File: src/rtl/mux2_rr_arbiter_pkg.sv
// rtl/mux2_rr_arbiter_pkg.sv - shared state encodings and counter-width helper for the two-port arbiter
package mux2_rr_arbiter_pkg;

    typedef enum logic [1:0] {
        ST_IDLE = 2'd0,
        ST_G0   = 2'd1,
        ST_G1   = 2'd2
    } state_t;

    function automatic int clog2(input int value);
        int r;
        r = 0;
        for (int i = 0; i < 31; i++) begin
            if ((1 << i) < value) begin
                r = i + 1;
            end
        end
        return r;
    endfunction

endpackage

File: src/rtl/mux2_tg.sv
// rtl/mux2_tg.sv - 1-bit transmission-gate style 2:1 mux cell
module mux2_tg (
    input  logic a,
    input  logic b,
    input  logic sel,
    output logic y
);

    assign y = sel ? b : a;

endmodule

File: src/rtl/mux2_w.sv
// rtl/mux2_w.sv - WIDTH-wide 2:1 data mux built from per-bit mux cells
module mux2_w #(
    parameter int WIDTH = 8
) (
    input  logic [WIDTH-1:0] a,
    input  logic [WIDTH-1:0] b,
    input  logic             sel,
    output logic [WIDTH-1:0] y
);

    for (genvar i = 0; i < WIDTH; i++) begin : g_bit
        mux2_tg u_bit (
            .a   (a[i]),
            .b   (b[i]),
            .sel (sel),
            .y   (y[i])
        );
    end

endmodule

File: src/rtl/mux2_rr_arbiter.sv
// rtl/mux2_rr_arbiter.sv - round-robin burst arbiter owning the select of a shared 2:1 stream mux
module mux2_rr_arbiter
    import mux2_rr_arbiter_pkg::*;
#(
    parameter int WIDTH     = 8,
    parameter int MAX_BEATS = 16
) (
    input  logic             clk,
    input  logic             rst,
    input  logic             in0_valid,
    input  logic [WIDTH-1:0] in0_data,
    input  logic             in0_last,
    output logic             in0_ready,
    input  logic             in1_valid,
    input  logic [WIDTH-1:0] in1_data,
    input  logic             in1_last,
    output logic             in1_ready,
    output logic             out_valid,
    output logic [WIDTH-1:0] out_data,
    output logic             out_last,
    input  logic             out_ready,
    output logic             sel,
    output logic [1:0]       gnt,
    output logic             burst_cut
);

    localparam int             CNT_W   = clog2(MAX_BEATS);
    localparam logic [CNT_W-1:0] CNT_LIM = CNT_W'(MAX_BEATS - 1);

    state_t           state;
    state_t           state_nxt;
    logic [CNT_W-1:0] beat_cnt;
    logic             last_grant;
    logic [WIDTH-1:0] mux_y;

    logic granted, on_p1, src_valid, src_last, at_limit;
    logic acc, rel, cut, req0, req1, prev_port, arb_en;

    mux2_w #(.WIDTH(WIDTH)) u_mux (
        .a   (in0_data),
        .b   (in1_data),
        .sel (sel),
        .y   (mux_y)
    );

    always_comb begin
        granted   = (state != ST_IDLE);
        on_p1     = (state == ST_G1);
        src_valid = on_p1 ? in1_valid : in0_valid;
        src_last  = on_p1 ? in1_last : in0_last;
        at_limit  = (beat_cnt == CNT_LIM);

        out_valid = granted & src_valid & ~rst;
        out_data  = granted ? mux_y : '0;
        out_last  = granted & (src_last | at_limit);
        in0_ready = (state == ST_G0) & out_ready & ~rst;
        in1_ready = (state == ST_G1) & out_ready & ~rst;

        acc = out_valid & out_ready;
        rel = acc & out_last;
        cut = rel & ~src_last;
    end

    // On a natural end of burst the releasing port's valid belongs to the beat
    // being consumed, so it is not a new request; after a cut it still has data.
    always_comb begin
        req0      = in0_valid & ~(rel & ~cut & (state == ST_G0));
        req1      = in1_valid & ~(rel & ~cut & (state == ST_G1));
        prev_port = rel ? on_p1 : last_grant;
        arb_en    = (state == ST_IDLE) | rel;
        state_nxt = state;
        if (arb_en) begin
            if (req0 & req1) begin
                state_nxt = prev_port ? ST_G0 : ST_G1;
            end else if (req0) begin
                state_nxt = ST_G0;
            end else if (req1) begin
                state_nxt = ST_G1;
            end else begin
                state_nxt = ST_IDLE;
            end
        end
    end

    always_ff @(posedge clk) begin
        if (rst) begin
            state      <= ST_IDLE;
            gnt        <= 2'b00;
            sel        <= 1'b0;
            last_grant <= 1'b1;
            beat_cnt   <= '0;
            burst_cut  <= 1'b0;
        end else begin
            state     <= state_nxt;
            gnt       <= {state_nxt == ST_G1, state_nxt == ST_G0};
            burst_cut <= cut;
            // sel keeps its value through IDLE so the shared mux only toggles on real handovers
            if (state_nxt != ST_IDLE) begin
                sel <= (state_nxt == ST_G1);
            end
            if (rel) begin
                last_grant <= on_p1;
                beat_cnt   <= '0;
            end else if (acc) begin
                beat_cnt <= beat_cnt + CNT_W'(1);
            end
        end
    end

endmodule

File: config.mk
export PLATFORM = sky130hd
export DESIGN_NAME = mux2_rr_arbiter
export DESIGN_NICKNAME = d
export VERILOG_FILES = /design/src/rtl/mux2_rr_arbiter_pkg.sv /design/src/rtl/mux2_tg.sv /design/src/rtl/mux2_w.sv /design/src/rtl/mux2_rr_arbiter.sv
export SDC_FILE = /design/constraint.sdc
export NUM_CORES = 1
export LEC_CHECK = 0
export BUFFER_PORTS_ARGS = -buffer_cell sky130_fd_sc_hd__buf_2
export CORE_UTILIZATION = 25
export CTS_CLUSTER_SIZE = 30
export DETAILED_ROUTE_END_ITERATION = 8
export HOLD_SLACK_MARGIN = 0.06
export PLACE_DENSITY = 0.52
export SLEW_MARGIN = 30
export SYNTH_ARGS = -nofsm -noshare
export SYNTH_HDL_FRONTEND = slang
export SYNTH_HIERARCHICAL = 1
export SYNTH_SLANG_ARGS = --single-unit
File: constraint.sdc
create_clock -name clk -period 2.1 [get_ports clk]
set_input_delay 0.63 -clock clk [delete_from_list [all_inputs] [get_ports clk]]
set_output_delay 0.63 -clock clk [all_outputs]
set_load 0.02 [all_outputs]
==> summary.txt, run 1 <==
Drt
  • Metal1 wirelength: 1.09 mm
  • Highest signal layer in the routed design: met4
  • Router iterations before antenna repair: 4
  • Routed wirelength normalized by instance count: 12.8 µm
  • Total wire length after detailed routing: 2.48 mm
  • Detail Route Antenna Nets: 0
  • Wire length on met2: 1.19 mm
  • DRC violations left: 0
  • Starting DRT DRC Count: 15
  • Via Count: 971
  • Routed length on met3: 149 µm
  • Via-to-Cell Ratio: 5.03

Clock tree
  • Root buf cell: sky130_fd_sc_hd__clkbuf_8
  • H-tree Lvls: 1
  • Clock tree buffer depth: 2
  • Clock transition at the register clock pins on the worst setup and hold paths after CTS: 0.05 ns
  • TritonCTS clock tree: done
  • Clock network latency to the later pin of the worst-skew pair: 0.24 ns
  • CTS Buf Count: 3
  • Clock sink total: 11

Synth
  • Syn nets: 124
  • Post-synthesis sequential element count: 11
  • EDFF count, synth: 0
  • Yosys warning total: 6
  • Count of unique library cells instantiated by Yosys: 41
  • Primary FF master, synth: sky130_fd_sc_hd__dfxtp_1
  • Mean Syn Cell Area: 9.20 µm²
  • Fraction of synthesis flops using an asynchronous set or reset pin: 0%
  • Fraction of the yosys area taken by sequential cells: 23.9%
  • Synthesized instance count: 100
  • Synthesized area: 920 µm²

Power and ir drop
  • Net Switching: 305 µW
  • Peak supply drop: 0.417 mV
  • Clock share of power: 25.3%
  • Internal power summed over all cells: 539 µW
  • PD cells: 668 nW/µm²
  • Fraction of power spent switching nets: 36.1%
  • Sequential share of power: 29.3%
  • Reported leakage power: 0.573 nW
  • Pwr Total: 844 µW
  • Combinational share of power: 45.4%

Finish
  • Antenna diodes: 0
  • Layout Utilization: 36.7%
  • Area Growth Syn to Fin: 37.3%
  • Layout cells sized above 1: 46.9%
  • Post-route non-filler standard cell count: 193
  • Final nets: 172

Timing
  • Number of max-slew violations in the final report: 0
  • # setup viols final: 0
  • Slew HR: 72.2%
  • Final period utilization: 96.6%
  • Post-layout min period: 2.03 ns
  • Worst-Margin Slew: 0.407 ns
  • RSZ-0062 raised after global routing: no
  • Hold slack final: 0.479 ns
  • Max Clock Skew: 0.00201 ns
  • Hold Vio Cnt, Final: 0
  • Setup TNS: 0 ns
  • Timing-limited maximum frequency: 0.493 GHz

Die
  • Boundary Pins: 39
  • Starting Density: 26.7%
  • Die Y: 62.7 µm
  • Die ar.: 3930 µm²
  • Die X-Extent: 62.7 µm
  • Floorplan row count: 21
  • Core Box Area: 3440 µm²

Placed design
  • Port Buffers: 38
  • RD Place Congestion: 0.829
  • Cell count after placement: 189
  • Placed wire-length estimate: 1.98 mm

GRT
  • Maximum number of pins on one net before global-route repair: 12
  • Overall fraction of global-route tracks in use: 12.8%
  • Initial antenna violation count: 0
  • Wire length of the first global-routing pass: 4.12 mm
  • Via count of the first global-routing pass: 934
  • Remaining global-route overflow: 0

Worst setup path
  • Crit path launch type: primary input
  • Largest stage delay on the critical path: 0.24 ns
  • Data required, critical path: 1.47 ns
  • Number of buffer and inverter stages on the critical path: 2
  • Endpoint kind of the worst setup timing path: primary output
  • Worst endpoint data arrival time: 1.40 ns
  • Critical Setup Path Class: in -> out
  • Maximum fanout along the worst path: 2
  • Largest delay contributor family on the critical path: buffers and inverters
  • Crit-path slowest cell: sky130_fd_sc_hd__a211oi_4
  • CP cell instances: buf_2 > and3b_1 > a211oi_4 > nor2_1 > buf_4

Worst hold path
  • Hold crit path type: reg -> reg

Outcome
  • Status: complete, no violations

Flow run
  • Count of max-cap constraint violations: 0
logic make-up after synthesis:
logic type | share of synthesized area (%)
adders and majority gates | 1.36
muxes | 14.2
AOI/OAI and AO/OA | 28.0
DFF | 23.9
and+or+nand+nor | 26.4
buffers and inverters | 6.12
timing repair:
item,in CTS,in global routing
setup buffers,0,0
hold buffers,0,0
gates resized for setup,2,4
pin swaps,0,1
hold endpoints to repair,0,0
setup endpoints to repair,1,3
gates cloned,0,0
per-stage QoR:
stage / setup slack (ns) / cell area, µm²
final: 0.0705 / 1260
after global routing: 0.0151 / 1260
after CTS: 0.0327 / 1250
after detailed placement: 0.0881 / 1200
after global placement: 0.110 / 1200
after floorplan: 0.00367 / 920
path summary, 6_finish.rpt:
check	start	to	slack, ns	cells after the start
setup reg to reg	beat_cnt[0]	state[0]	0.33	7
hold reg to reg	beat_cnt[1]	beat_cnt[1]	0.48	2
setup / recovery	in1_last	out_last	0.07	5
hold / removal	beat_cnt[1]	beat_cnt[1]	0.48	2
final cells by class:
class / count / area (µm²)
Fill cell: 359 / 2180
Multi-Input combinational cell: 80 / 651
Timing Repair Buffer: 49 / 275
Sequential cell: 11 / 223
Tap cell: 46 / 57.6
Clock buffer: 4 / 45.0
Inverter: 3 / 11.3
cells in the mapped netlist, drive strengths merged, types with 3 or more instances:
| library cell | count | area, µm² |
|---|---|---|
| nor2b | 9 | 56.3 |
| a2111oi | 4 | 53.8 |
| a21oi | 7 | 35.0 |
| nand2 | 5 | 18.8 |
| clkbuf | 3 | 11.3 |
| nand3b | 3 | 22.5 |
| buf | 3 | 33.8 |
| o21ai | 3 | 15.0 |
| mux2 | 8 | 120 |
| a211oi | 3 | 35.0 |
| dfxtp | 11 | 220 |
| inv | 3 | 11.3 |
| nor2 | 5 | 18.8 |
| and3 | 3 | 18.8 |
worst min-delay path: stages, from the launching register on:
cell,delay [ns]
sky130_fd_sc_hd__dfxtp_1,0.32
sky130_fd_sc_hd__nand2_1,0.06
sky130_fd_sc_hd__a21oi_1,0.05
metal layers:
| layer | global-route usage, % | up-vias |
|---|---|---|
| met3 | 4.01 | 6 |
| met4 | 3.49 | 0 |
| li1 | - | 479 |
| met1 | 14.5 | 446 |
| met2 | 23.0 | 40 |
| met5 | 0 | - |
sequential cells by signal, indices dropped and copies added, names as in the netlist:
register	count
burst_cut	1
last_grant	1
beat_cnt	4
state	2
gnt	2
sel	1
placed cells by master, fill, tap and decap left out, types with 2 or more instances in the layout:
cell,Yosys,layout
sky130_fd_sc_hd__clkbuf_8,0,3
sky130_fd_sc_hd__and3_1,3,2
sky130_fd_sc_hd__a311oi_1,2,2
sky130_fd_sc_hd__nand3_1,2,2
sky130_fd_sc_hd__a2111oi_0,3,3
sky130_fd_sc_hd__o21ai_0,3,3
sky130_fd_sc_hd__inv_1,3,3
sky130_fd_sc_hd__nor2b_1,9,9
sky130_fd_sc_hd__a211oi_1,2,2
sky130_fd_sc_hd__nand2b_1,2,2
sky130_fd_sc_hd__dfxtp_1,11,9
sky130_fd_sc_hd__dfxtp_2,0,2
sky130_fd_sc_hd__a211o_1,2,2
sky130_fd_sc_hd__nand2_1,5,5
sky130_fd_sc_hd__nor2_1,5,5
sky130_fd_sc_hd__buf_2,0,37
sky130_fd_sc_hd__mux2_4,8,8
sky130_fd_sc_hd__nand3b_1,3,3
sky130_fd_sc_hd__buf_4,0,12
sky130_fd_sc_hd__nand4b_1,2,2
sky130_fd_sc_hd__a21oi_1,7,7
power groups by stage:
stage	registers (mW)	logic (mW)	clock network, mW
finish	0.247	0.383	0.214
global route	0.249	0.413	0.235
CTS	0.246	0.381	0.222
global placement	0.250	0.376	0
floorplan	0.260	0.253	0
detailed placement	0.250	0.380	0
No activity file was read; power rests on OpenSTA's default activity.
==> run 2: changes to the inputs <==
- CORE_ASPECT_RATIO: default -> 1.25
==> run 2 against run 1 <==
Utilization shrank 1.5 points; clock skew increased by 0.0067 ns; critical path depth is the same; routed wire length increased by 2.5%; largest cell class unchanged.
==> summary.txt, run 2 (same netlist as run 1, synthesis figures left out) <==
Finish
  • Final nets: 169 (was 172)
  • Max FFs per register: 4 (unchanged)
  • Most frequent cells in the layout: 37 x sky130_fd_sc_hd__buf_2, 10 x sky130_fd_sc_hd__dfxtp_1, 9 x sky130_fd_sc_hd__nor2b_1, 9 x sky130_fd_sc_hd__buf_4, 8 x sky130_fd_sc_hd__mux2_4 (was 37 x sky130_fd_sc_hd__buf_2, 12 x sky130_fd_sc_hd__buf_4, 9 x sky130_fd_sc_hd__nor2b_1, 9 x sky130_fd_sc_hd__dfxtp_1, 8 x sky130_fd_sc_hd__mux2_4)
  • Total area of multi-input combinational cells: 656 µm² (was 651 µm²)
  • Area Growth Syn to Fin: 34.3% (was 37.3%)
  • Most common cell after layout, fill and taps aside: sky130_fd_sc_hd__buf_2 (unchanged)
  • Final-layout fill cell count: 375 (was 359)
  • Register with the most flip-flops: beat_cnt (unchanged)
  • Post-route non-filler standard cell count: 183 (was 193)
  • Layout cells sized above 1: 46.5% (was 46.9%)
  • Antenna diodes: 0 (unchanged)
  • Largest registers ranked by flip-flop count: beat_cnt x4, gnt x2, state x2 (unchanged)
  • Combined flip-flop and latch cell area: 221 µm² (was 223 µm²)

Flow run
  • Count of max-cap constraint violations: 0 (unchanged)

GRT
  • Wire length of the first global-routing pass: 4.26 mm (was 4.12 mm)
  • Overall fraction of global-route tracks in use: 13.4% (was 12.8%)
  • Via count of the first global-routing pass: 939 (was 934)
  • Maximum number of pins on one net before global-route repair: 12 (unchanged)
  • Initial antenna violation count: 0 (unchanged)
  • Remaining global-route overflow: 0 (unchanged)

Power and ir drop
  • PD cells: 679 nW/µm² (was 668 nW/µm²)
  • Reported leakage power: 0.560 nW (was 0.573 nW)
  • Peak supply drop: 0.497 mV (was 0.417 mV)

Timing
  • Slew HR: 65.5% (was 72.2%)
  • Number of max-slew violations in the final report: 0 (unchanged)
  • Max Clock Skew: 0.00868 ns (was 0.00201 ns)
  • Post-layout min period: 2.03 ns (about the same)
  • Setup TNS: 0 ns (unchanged)
  • Final period utilization: 96.5% (was 96.6%)
  • Hold slack final: 0.489 ns (was 0.479 ns)
  • # setup viols final: 0 (unchanged)
  • Hold Vio Cnt, Final: 0 (unchanged)
  • Setup WS post-layout: 0.0728 ns (was 0.0705 ns)
  • Timing-limited maximum frequency: 0.493 GHz (about the same)
  • Worst-Margin Slew: 0.509 ns (was 0.407 ns)
  • RSZ-0062 raised after global routing: no (unchanged)

Drt
  • Via-to-Cell Ratio: 5.19 (was 5.03)
  • Routed wirelength normalized by instance count: 13.9 µm (was 12.8 µm)
  • Total wire length after detailed routing: 2.54 mm (was 2.48 mm)
  • Detail Route Antenna Nets: 0 (unchanged)
  • Via Count: 949 (was 971)
  • Starting DRT DRC Count: 39 (was 15)
  • DRC violations left: 0 (unchanged)
  • Router iterations before antenna repair: 4 (unchanged)

Die
  • Core Box Area: 3510 µm² (was 3440 µm²)
  • Starting Density: 26.2% (was 26.7%)
  • Die ar.: 3930 µm² (about the same)
  • Floorplan row count: 24 (was 21)
  • Die Y: 69.8 µm (was 62.7 µm)
  • Boundary Pins: 39 (unchanged)
  • Die X-Extent: 56.2 µm (was 62.7 µm)

Placed design
  • Placed wire-length estimate: 1.97 mm (was 1.98 mm)
  • Cell count after placement: 179 (was 189)
  • RD Place Congestion: 0.912 (was 0.829)
  • Worst slack, placed: 0.0660 ns (was 0.0881 ns)
  • Port Buffers: 38 (unchanged)

Worst setup path
  • Crit path launch type: primary input (unchanged)
  • Largest delay contributor family on the critical path: buffers and inverters (unchanged)
  • Critical Setup Path Class: in -> out (unchanged)
  • Length in cells of the worst reg-to-reg path: 6 (was 7)
  • CP cell instances: buf_2 > and3b_1 > a211oi_4 > nor2_1 > buf_4 (unchanged)
  • Number of stages on the worst setup path: 5 (unchanged)
  • Number of buffer and inverter stages on the critical path: 2 (unchanged)
  • Maximum fanout along the worst path: 2 (unchanged)
  • Worst endpoint data arrival time: 1.40 ns (about the same)
  • Crit-path slowest cell: sky130_fd_sc_hd__a211oi_4 (unchanged)
  • Endpoint kind of the worst setup timing path: primary output (unchanged)
  • Data required, critical path: 1.47 ns (about the same)
  • Largest stage delay on the critical path: 0.23 ns (was 0.24 ns)

Clock tree
  • Number of buffers added for setup after CTS: 0 (unchanged)
  • Clock tree buffer depth: 2 (unchanged)
  • Clock sink total: 11 (unchanged)
  • TritonCTS clock tree: done (unchanged)
  • CTS Buf Count: 3 (unchanged)
  • H-tree Lvls: 1 (unchanged)
  • Cts-stage hold buffer count: 0 (unchanged)
  • Clock network latency to the later pin of the worst-skew pair: 0.24 ns (about the same)
  • Clock transition at the register clock pins on the worst setup and hold paths after CTS: 0.06 ns (was 0.05 ns)
  • Root buf cell: sky130_fd_sc_hd__clkbuf_8 (unchanged)

Worst hold path
  • Worst hold path cell count: 2 (unchanged)
  • Hold crit path type: reg -> reg (unchanged)

Outcome
  • Status: complete, no violations (unchanged)
-- run 2: layout make-up --
type | count | area share (%)
clock buffer | 4 | 3.65
inverter | 3 | 0.912
multi-input combinational | 80 | 53.1
sequential | 11 | 17.9
tap | 39 | 3.95
timing repair buffer | 46 | 20.5
-- run 2: power by group --
group	total [mW]	switching [mW]	internal (mW)
clock network	0.218	0.0844	0.133
logic	0.377	0.206	0.170
registers	0.244	0.0172	0.227
total	0.838	0.308	0.531
-- run 2: tightest hold or removal path, cell delays in order, from the launching register on --
cell,delay (ns)
sky130_fd_sc_hd__dfxtp_1,0.33
sky130_fd_sc_hd__nand2_1,0.06
sky130_fd_sc_hd__a21oi_1,0.05
-- run 2: per-stage QoR --
stage	power (mW)	util [%]	instance area, µm²
final	0.838	35.1	1230
after global routing	0.887	35.1	1230
after CTS	0.836	34.8	1220
after detailed placement	0.618	33.4	1170
after global placement	0.615	33.4	1170
after floorplan	0.513	-	920
-- run 2: worst paths after layout --
check	from	end	slack, ns
worst max-delay path	in1_last	out_last	0.07
worst min-delay path	beat_cnt[1]	beat_cnt[1]	0.49
worst max register to register	beat_cnt[0]	state[0]	0.26
worst min register to register	beat_cnt[1]	beat_cnt[1]	0.49
-- run 2: layer usage --
layer	track usage, %	vias to the layer above	part of all wire (%)
met5	0	-	0
met4	4.61	0	0.63
met3	3.54	2	6.9
met2	22.5	40	49
met1	16.5	434	44
li1	-	473	-
-- run 2: repair_timing --
action,4_1_cts,5_1_grt
resized for setup,2,4
pin swaps,0,1
cloned,0,0
endpoints found under the setup margin,9,1
endpoints found under the hold margin,0,0
